$ cat src/rtl/ifu_idu_queue_if.sv
// IFU->IDU queue bundle: fetch push side, decode pop side, flush, occupancy.
// slave = queue, master = the fetch/decode environment driving it.
interface ifu_idu_queue_if #(
  parameter int DEPTH = 2,
  parameter int XLEN  = 32
);
  localparam int CW = $clog2(DEPTH) + 1;

  logic            in_valid;
  logic            in_ready;
  logic [XLEN-1:0] in_pc;
  logic [XLEN-1:0] in_inst;
  logic            out_valid;
  logic            out_ready;
  logic [XLEN-1:0] out_pc;
  logic [XLEN-1:0] out_inst;
  logic            flush;
  logic [CW-1:0]   count;

  modport slave (
    input  in_valid, in_pc, in_inst,
    input  out_ready, flush,
    output in_ready, out_valid,
    output out_pc, out_inst, count
  );

  modport master (
    output in_valid, in_pc, in_inst,
    output out_ready, flush,
    input  in_ready, out_valid,
    input  out_pc, out_inst, count
  );
endinterface

$ cat src/rtl/ifu_idu_queue.sv
// In-order {pc,inst} queue between fetch and decode, with redirect flush.
// Ports: clk, rst (async active-low), q (ifu_idu_queue_if.slave).
module ifu_idu_queue #(
  parameter int DEPTH = 2,
  parameter int XLEN  = 32
) (
  input logic            clk,
  input logic            rst,
  ifu_idu_queue_if.slave q
);
  localparam int AW = $clog2(DEPTH);
  localparam int CW = AW + 1;
  localparam logic [CW-1:0] FULL = CW'(DEPTH);
  localparam logic [XLEN-1:0] NOP = XLEN'(32'h00000013);

  logic [XLEN-1:0] pc_mem   [DEPTH];
  logic [XLEN-1:0] inst_mem [DEPTH];
  logic [AW-1:0]   wr_ptr;
  logic [AW-1:0]   rd_ptr;
  logic [CW-1:0]   cnt;
  logic            empty;
  logic            full;
  logic            push;
  logic            pop;

  assign empty = (cnt == '0);
  assign full  = (cnt == FULL);

  // Full refuses a push even if a pop happens the same cycle.
  assign q.in_ready  = !q.flush && !full;
  assign q.out_valid = !q.flush && !empty;

  assign push = q.in_valid && q.in_ready;
  assign pop  = q.out_valid && q.out_ready;

  assign q.out_pc   = empty ? '0  : pc_mem[rd_ptr];
  assign q.out_inst = empty ? NOP : inst_mem[rd_ptr];
  assign q.count    = cnt;

  always_ff @(posedge clk) begin
    if (push) begin
      pc_mem[wr_ptr]   <= q.in_pc;
      inst_mem[wr_ptr] <= q.in_inst;
    end
  end

  // DEPTH is a power of two, so pointers wrap naturally.
  always_ff @(posedge clk or negedge rst) begin
    if (!rst) begin
      wr_ptr <= '0;
      rd_ptr <= '0;
      cnt    <= '0;
    end else if (q.flush) begin
      wr_ptr <= '0;
      rd_ptr <= '0;
      cnt    <= '0;
    end else begin
      if (push) wr_ptr <= wr_ptr + AW'(1);
      if (pop)  rd_ptr <= rd_ptr + AW'(1);
      unique case (1'b1)
        (push && !pop): cnt <= cnt + CW'(1);
        (pop && !push): cnt <= cnt - CW'(1);
        default:        cnt <= cnt;
      endcase
    end
  end
endmodule

$ cat src/flat_wrapper.sv
// flat-port wrapper written by rule: the top's interface ports become plain ports
module ifu_idu_queue_flat 
#(
  parameter int DEPTH = 2,
  parameter int XLEN  = 32
)
  (clk, rst, q_in_valid, q_in_pc, q_in_inst, q_out_ready, q_flush, q_in_ready, q_out_valid, q_out_pc, q_out_inst, q_count);
  ifu_idu_queue_if #(.DEPTH(DEPTH), .XLEN(XLEN)) q_i ();
  input logic clk;
  input logic rst;
  input wire logic [$bits(q_i.in_valid)-1:0] q_in_valid;
  input wire logic [$bits(q_i.in_pc)-1:0] q_in_pc;
  input wire logic [$bits(q_i.in_inst)-1:0] q_in_inst;
  input wire logic [$bits(q_i.out_ready)-1:0] q_out_ready;
  input wire logic [$bits(q_i.flush)-1:0] q_flush;
  output wire logic [$bits(q_i.in_ready)-1:0] q_in_ready;
  output wire logic [$bits(q_i.out_valid)-1:0] q_out_valid;
  output wire logic [$bits(q_i.out_pc)-1:0] q_out_pc;
  output wire logic [$bits(q_i.out_inst)-1:0] q_out_inst;
  output wire logic [$bits(q_i.count)-1:0] q_count;
  assign q_i.in_valid = q_in_valid;
  assign q_i.in_pc = q_in_pc;
  assign q_i.in_inst = q_in_inst;
  assign q_i.out_ready = q_out_ready;
  assign q_i.flush = q_flush;
  assign q_in_ready = q_i.in_ready;
  assign q_out_valid = q_i.out_valid;
  assign q_out_pc = q_i.out_pc;
  assign q_out_inst = q_i.out_inst;
  assign q_count = q_i.count;
  ifu_idu_queue #(.DEPTH(DEPTH), .XLEN(XLEN)) u_core (.clk(clk), .rst(rst), .q(q_i));
endmodule
$ cat config.mk
export PLATFORM = sky130hd
export DESIGN_NAME = ifu_idu_queue_flat
export DESIGN_NICKNAME = d
export VERILOG_FILES = /design/src/rtl/ifu_idu_queue_if.sv /design/src/rtl/ifu_idu_queue.sv /design/src/flat_wrapper.sv
export SDC_FILE = /design/constraint.sdc
export NUM_CORES = 1
export LEC_CHECK = 0
export CORE_MARGIN = 2
export CORE_UTILIZATION = 50
export CTS_BUF_LIST = sky130_fd_sc_hd__clkbuf_8
export DETAILED_ROUTE_END_ITERATION = 10
export PLACE_DENSITY = 0.82
export SETUP_SLACK_MARGIN = 0.02
export SLEW_MARGIN = 30
export SYNTH_ARGS = -nofsm -noshare
export SYNTH_HDL_FRONTEND = slang
export SYNTH_SLANG_ARGS = --single-unit
$ cat constraint.sdc
create_clock -name clk -period 10.3 [get_ports clk]
set_clock_uncertainty 0.1 [all_clocks]
set_input_delay 1.545 -clock clk [delete_from_list [all_inputs] [get_ports clk]]
set_output_delay 1.545 -clock clk [all_outputs]
set_load 0.05 [all_outputs]
======== Word-level counts from Yosys, hierarchy flattened ========
Memory sizes are Yosys's and may differ from the RTL's.
Index checks and enable logic that the tools add are counted.
cells by class
  $add $sub $neg .......................... 4
  equality and inequality tests ........... 1
  muxes and demuxes ....................... 10
  reduce and logical (&&, ||, !) cells .... 15
operator list
  cell                                               count
  2-to-1 mux 32 bit                                  2
  logical AND 1 bit                                  6
  2-to-1 mux 1 bit                                   6
  logical NOT 1 bit                                  5
  one-hot mux 2 bit (2 select lines)                 1
  nonzero test 2 bit                                 2
  nonzero test 3 bit                                 1
  adder 1 bit (second input constant)                2
  adder 2 x 1 -> 2 bit (second input constant)       1
  == test 2 bit (second input constant)              1
  logical NOT 2 bit                                  1
  2-to-1 mux 2 bit                                   1
  subtractor 2 x 1 -> 2 bit (second input constant)  1
storage, ports and cells
  flip-flop bits (word level) ............. 4
  memory bits (writable) .................. 128
  input bits .............................. 69
  output and inout bits ................... 68
  logic and storage cells ................. 35
  memories kept ........................... 2
memories
  name             depth  bits a word  read ports  clocked after memory_dff  wr ports  line                 text
  u_core.inst_mem  2      32           1           0                         1         ifu_idu_queue.sv:17  logic [XLEN-1:0] inst_mem [DEPTH];
  u_core.pc_mem    2      32           1           0                         1         ifu_idu_queue.sv:16  logic [XLEN-1:0] pc_mem [DEPTH];

======== Longest topological paths before layout ========
  depth in word-level cells ............... 8
  gate-level depth with buffers ........... 4
  mapped depth without buffers ............ 3

======== Worst setup path before layout ========
No wires, ideal clock.
  kind .................................... input-to-reg
  start point ............................. input q_flush
  end point ............................... memory u_core.inst_mem[0][0], enable pin
  setup time .............................. 645 ps
  data arrival time ....................... 7,782 ps
  data required time ...................... 9,555 ps
  setup slack ............................. 1,773 ps
  stages on the path ...................... 1
  path buffers ............................ 0
  path through ............................ nor4_1
between the ends
  cells in the longest elaborated chain, start to end .. 5
RTL lines
  what                                    line                 text
  start: declaration                      flat_wrapper.sv:15   input wire logic [$bits(q_i.flush)-1:0] q_flush;
  logical NOT 1 bit                       ifu_idu_queue.sv:30  assign q.in_ready = !q.flush && !full;
  logical AND 1 bit                       ifu_idu_queue.sv:30
  logical AND 1 bit                       ifu_idu_queue.sv:33  assign push = q.in_valid && q.in_ready;
  2-to-1 mux 1 bit                        ifu_idu_queue.sv:41  if (push) begin
  2-to-1 mux 1 bit (not written as such)  ifu_idu_queue.sv:43  inst_mem[wr_ptr] <= q.in_inst;
  end: declaration                        ifu_idu_queue.sv:17
Every way passes these cells.

======== Worst setup path in the final report ========
  start point ............................. input q_flush
  end point ............................... output q_in_ready
between the ends
  cells in the longest elaborated chain, start to end .. 2
RTL lines
  what               line                 text
  logical NOT 1 bit  ifu_idu_queue.sv:30
  logical AND 1 bit  ifu_idu_queue.sv:30
  end: declaration   flat_wrapper.sv:16   output wire logic [$bits(q_i.in_ready)-1:0] q_in_ready;
Every way passes these cells.

==> qor.yml <==
status: "finished clean"
postCtsResizedCells: 0
synth_compound_area_share_pct: 1.19
via_count: 2952
overflow: 0
cpPeakStageDelay_ns: 0.85
rsz0062_at_grt: "false"
finalSetupViolCount: 0
cts_tree: "built"
crit_chain: "clkdlybuf4s50_1 -> nor2_1 -> clkdlybuf4s50_1"
yosys.area.top_type: "edfxtp_1"
start_kind: "input pin"
power_density_nw_per_um2: 175
grt_util_met1_pct: 21.1
vias_per_cell: 5.03
slew_headroom_pct: 42.6
antenna_cells: 0
syn-num-nets: 366
synth-seq-cells: 132
die_area_um2: 11000
cts_root_buf: "clkbuf_8"
seqCellArea_um2: 3950
fin_util_pct: 70.3
period_share_pct: 46.5
finalNetCount: 510
endpoint_kind: "output pin"
worst_pin_slew_ns: 0.860
synth_xor_area_share_pct: 0.173
grt_pass1_vias: 3076
synth_top_cell_area_share_pct: 75.9
drt_iter0_markers: 107
crit_buf_inv: 2
synth_top_family_by_area: "multiplexers"
swShare_pct: 27.3
cts_buffer_depth: 2
pwr-share-clk_pct: 31.5
fill_cells: 670
worstPathMaxFanout: 7
cts_max_level: 4
combPwrFrac_pct: 16.8
globalRouteMet2Util_pct: 30.7
yosysWarnings: 0
yosys.area_share.simple_pct: 5.95
power_uw: 1210
firstDrtPassIters: 4
final_common_cell: "clkdlybuf4s50_1"
cts.sinks: 132
dieWidth_um: 105
routed_wl_um: 9800
grt_max_degree: 65
slew_viol_final: 0
hold_buffers: 0
hold_viol: 0
p_leak_uw: 0.00226
antenna_found_initial: 0
drive_above_1_share_pct: 8.59
period_minus_slack_ns: 4.79
grt_pass1_wl_um: 15000
pin_count: 137
final_cell_mix: "136 x clkdlybuf4s50_1, 128 x edfxtp_1, 65 x mux2i_1"
clkLatencyLatePin_ns: 0.42
syn_inst: 297
cp_common_cell: "clkdlybuf4s50_1"
synthMuxAreaShare_pct: 12.8
drtAntennaViolNets: 0
numPortBuffers: 136
cts_buffers: 17
fp.coreArea_um2: 9820
syn_area_per_cell_um2: 17.1
synth_fa_ha_area_share_pct: 0
multiInputGateArea_um2: 1030
hpwl_um: 6110
hp-class: "flop to flop"
synth_cell_type_count: 21
synth.area.top_cells: "edfxtp_1 76%, mux2i_1 13%, nor2_1 4.7%"
met3_usage_pct: 6.74
switchingPower_uw: 329
slowest_stage: "clkdlybuf4s50_1"
cpLargestDelayFamily: "buffers and inverters"
tns_ns: 0
area_growth_pct: 36.4
worstPathArrival_ns: 3.15
globalRoute.busiestLayer: "met2"
postCtsSetupRepairBufs: 0
initial_core_util_pct: 51.6
intPower_uw: 876
synthesis.area_um2: 5060
yosysSeqAreaShare_pct: 77.9
wl_per_cell_um: 16.7
cap_violations: 0
ir_worst_vdd_mv: 0.108
grtUsageTotal_pct: 18.1
fmax_mhz: 209
drc: 0
row_count: 36
fp.dieH_um: 105
gp_congestion: 0.719
path_clk_slew_ns: 0.07
seqPwrFrac_pct: 51.7
required_ns: 8.66
critical_path_class: "input pin to output pin"
worst reg2reg max path: cells and delay by family (launching register included):
family	cells	cell delay [ns]
AND/OR/NAND/NOR	2	0.62
flip-flops	1	0.61
buffers and inverters	1	0.75
Yosys cell counts:
master / number
or2_0: 1
nor4_1: 1
a21oi_1: 4
o211ai_1: 1
nor2_2: 1
edfxtp_1: 128
o21bai_1: 1
and3b_1: 1
buf_4: 6
o21ai_0: 5
buf_6: 1
nor2_1: 64
nor3b_1: 1
or3_1: 1
mux2i_1: 65
buf_2: 8
and3_1: 1
xor2_1: 1
dfrtp_1: 4
nor2b_4: 1
inv_2: 1
flip-flops by register name, indices dropped and copies added, names as in the netlist:
signal,count
u_core.q.count,2
u_core.pc_mem,64
u_core.rd_ptr,1
u_core.wr_ptr,1
u_core.inst_mem,64
final cells by class:
cell class / instances / area share, %
well taps: 133 / 2.41
inverters: 1 / 0.0543
clock inverters: 15 / 1.72
flip-flops and latches: 132 / 57.1
clock buffers: 17 / 3.39
multi-input cells: 149 / 15.0
repair buffers: 140 / 20.3
metal layers:
| layer | share of wire, % | vias to the layer above | wire length [um] |
|---|---|---|---|
| met2 | 51 | 114 | 5040 |
| met5 | 0 | - | 0 |
| met4 | 0.90 | 0 | 88 |
| li1 | - | 1389 | - |
| met1 | 41 | 1438 | 4030 |
| met3 | 6.5 | 11 | 640 |
through the flow:
stage / area, um2 / instances / hold WS, ns / setup slack [ns]
5_1_grt: 6910 / 587 / 0.550 / 5.43
3_5_place_dp: 6560 / 555 / 0.501 / 5.50
4_1_cts: 6910 / 587 / 0.512 / 5.50
3_3_place_gp: 6540 / 554 / 0.475 / 5.63
6_report: 6910 / 587 / 0.514 / 5.51
2_1_floorplan: 5060 / 297 / 0.430 / 1.77
cell families (layout without fill, tap and decap cells):
logic type | after synthesis | after routing
XOR/XNOR | 1 | 1
buffers and inverters | 16 | 173
multiplexers | 65 | 65
AND/OR/NAND/NOR | 72 | 72
AO/OA/AOI/OAI | 11 | 11
flip-flops | 132 | 132
power by group through the flow:
stage / clock network (uW) / logic, uW / registers, uW
2_1_floorplan: 0 / 129 / 630
3_3_place_gp: 0 / 194 / 639
3_5_place_dp: 0 / 203 / 635
4_1_cts: 387 / 204 / 623
5_1_grt: 410 / 213 / 624
6_report: 380 / 203 / 623
worst paths after layout:
path	slack, ns	from	cells past startpoint	to
min reg2reg	0.51	u_core.wr_ptr$_DFFE_PN0P_	2	u_core.wr_ptr$_DFFE_PN0P_
max	5.51	q_flush	3	q_in_ready
min in group asynchronous	1.21	rst	1	u_core.q.count[1]$_DFFE_PN0P_
min	0.51	u_core.wr_ptr$_DFFE_PN0P_	2	u_core.wr_ptr$_DFFE_PN0P_
max in group asynchronous	8.71	rst	1	u_core.rd_ptr$_DFFE_PN0P_
max reg2reg	7.81	u_core.q.count[0]$_DFFE_PN0P_	3	u_core.inst_mem[0][4]$_DFFE_PP_
Power figures use the tool's default switching activity.
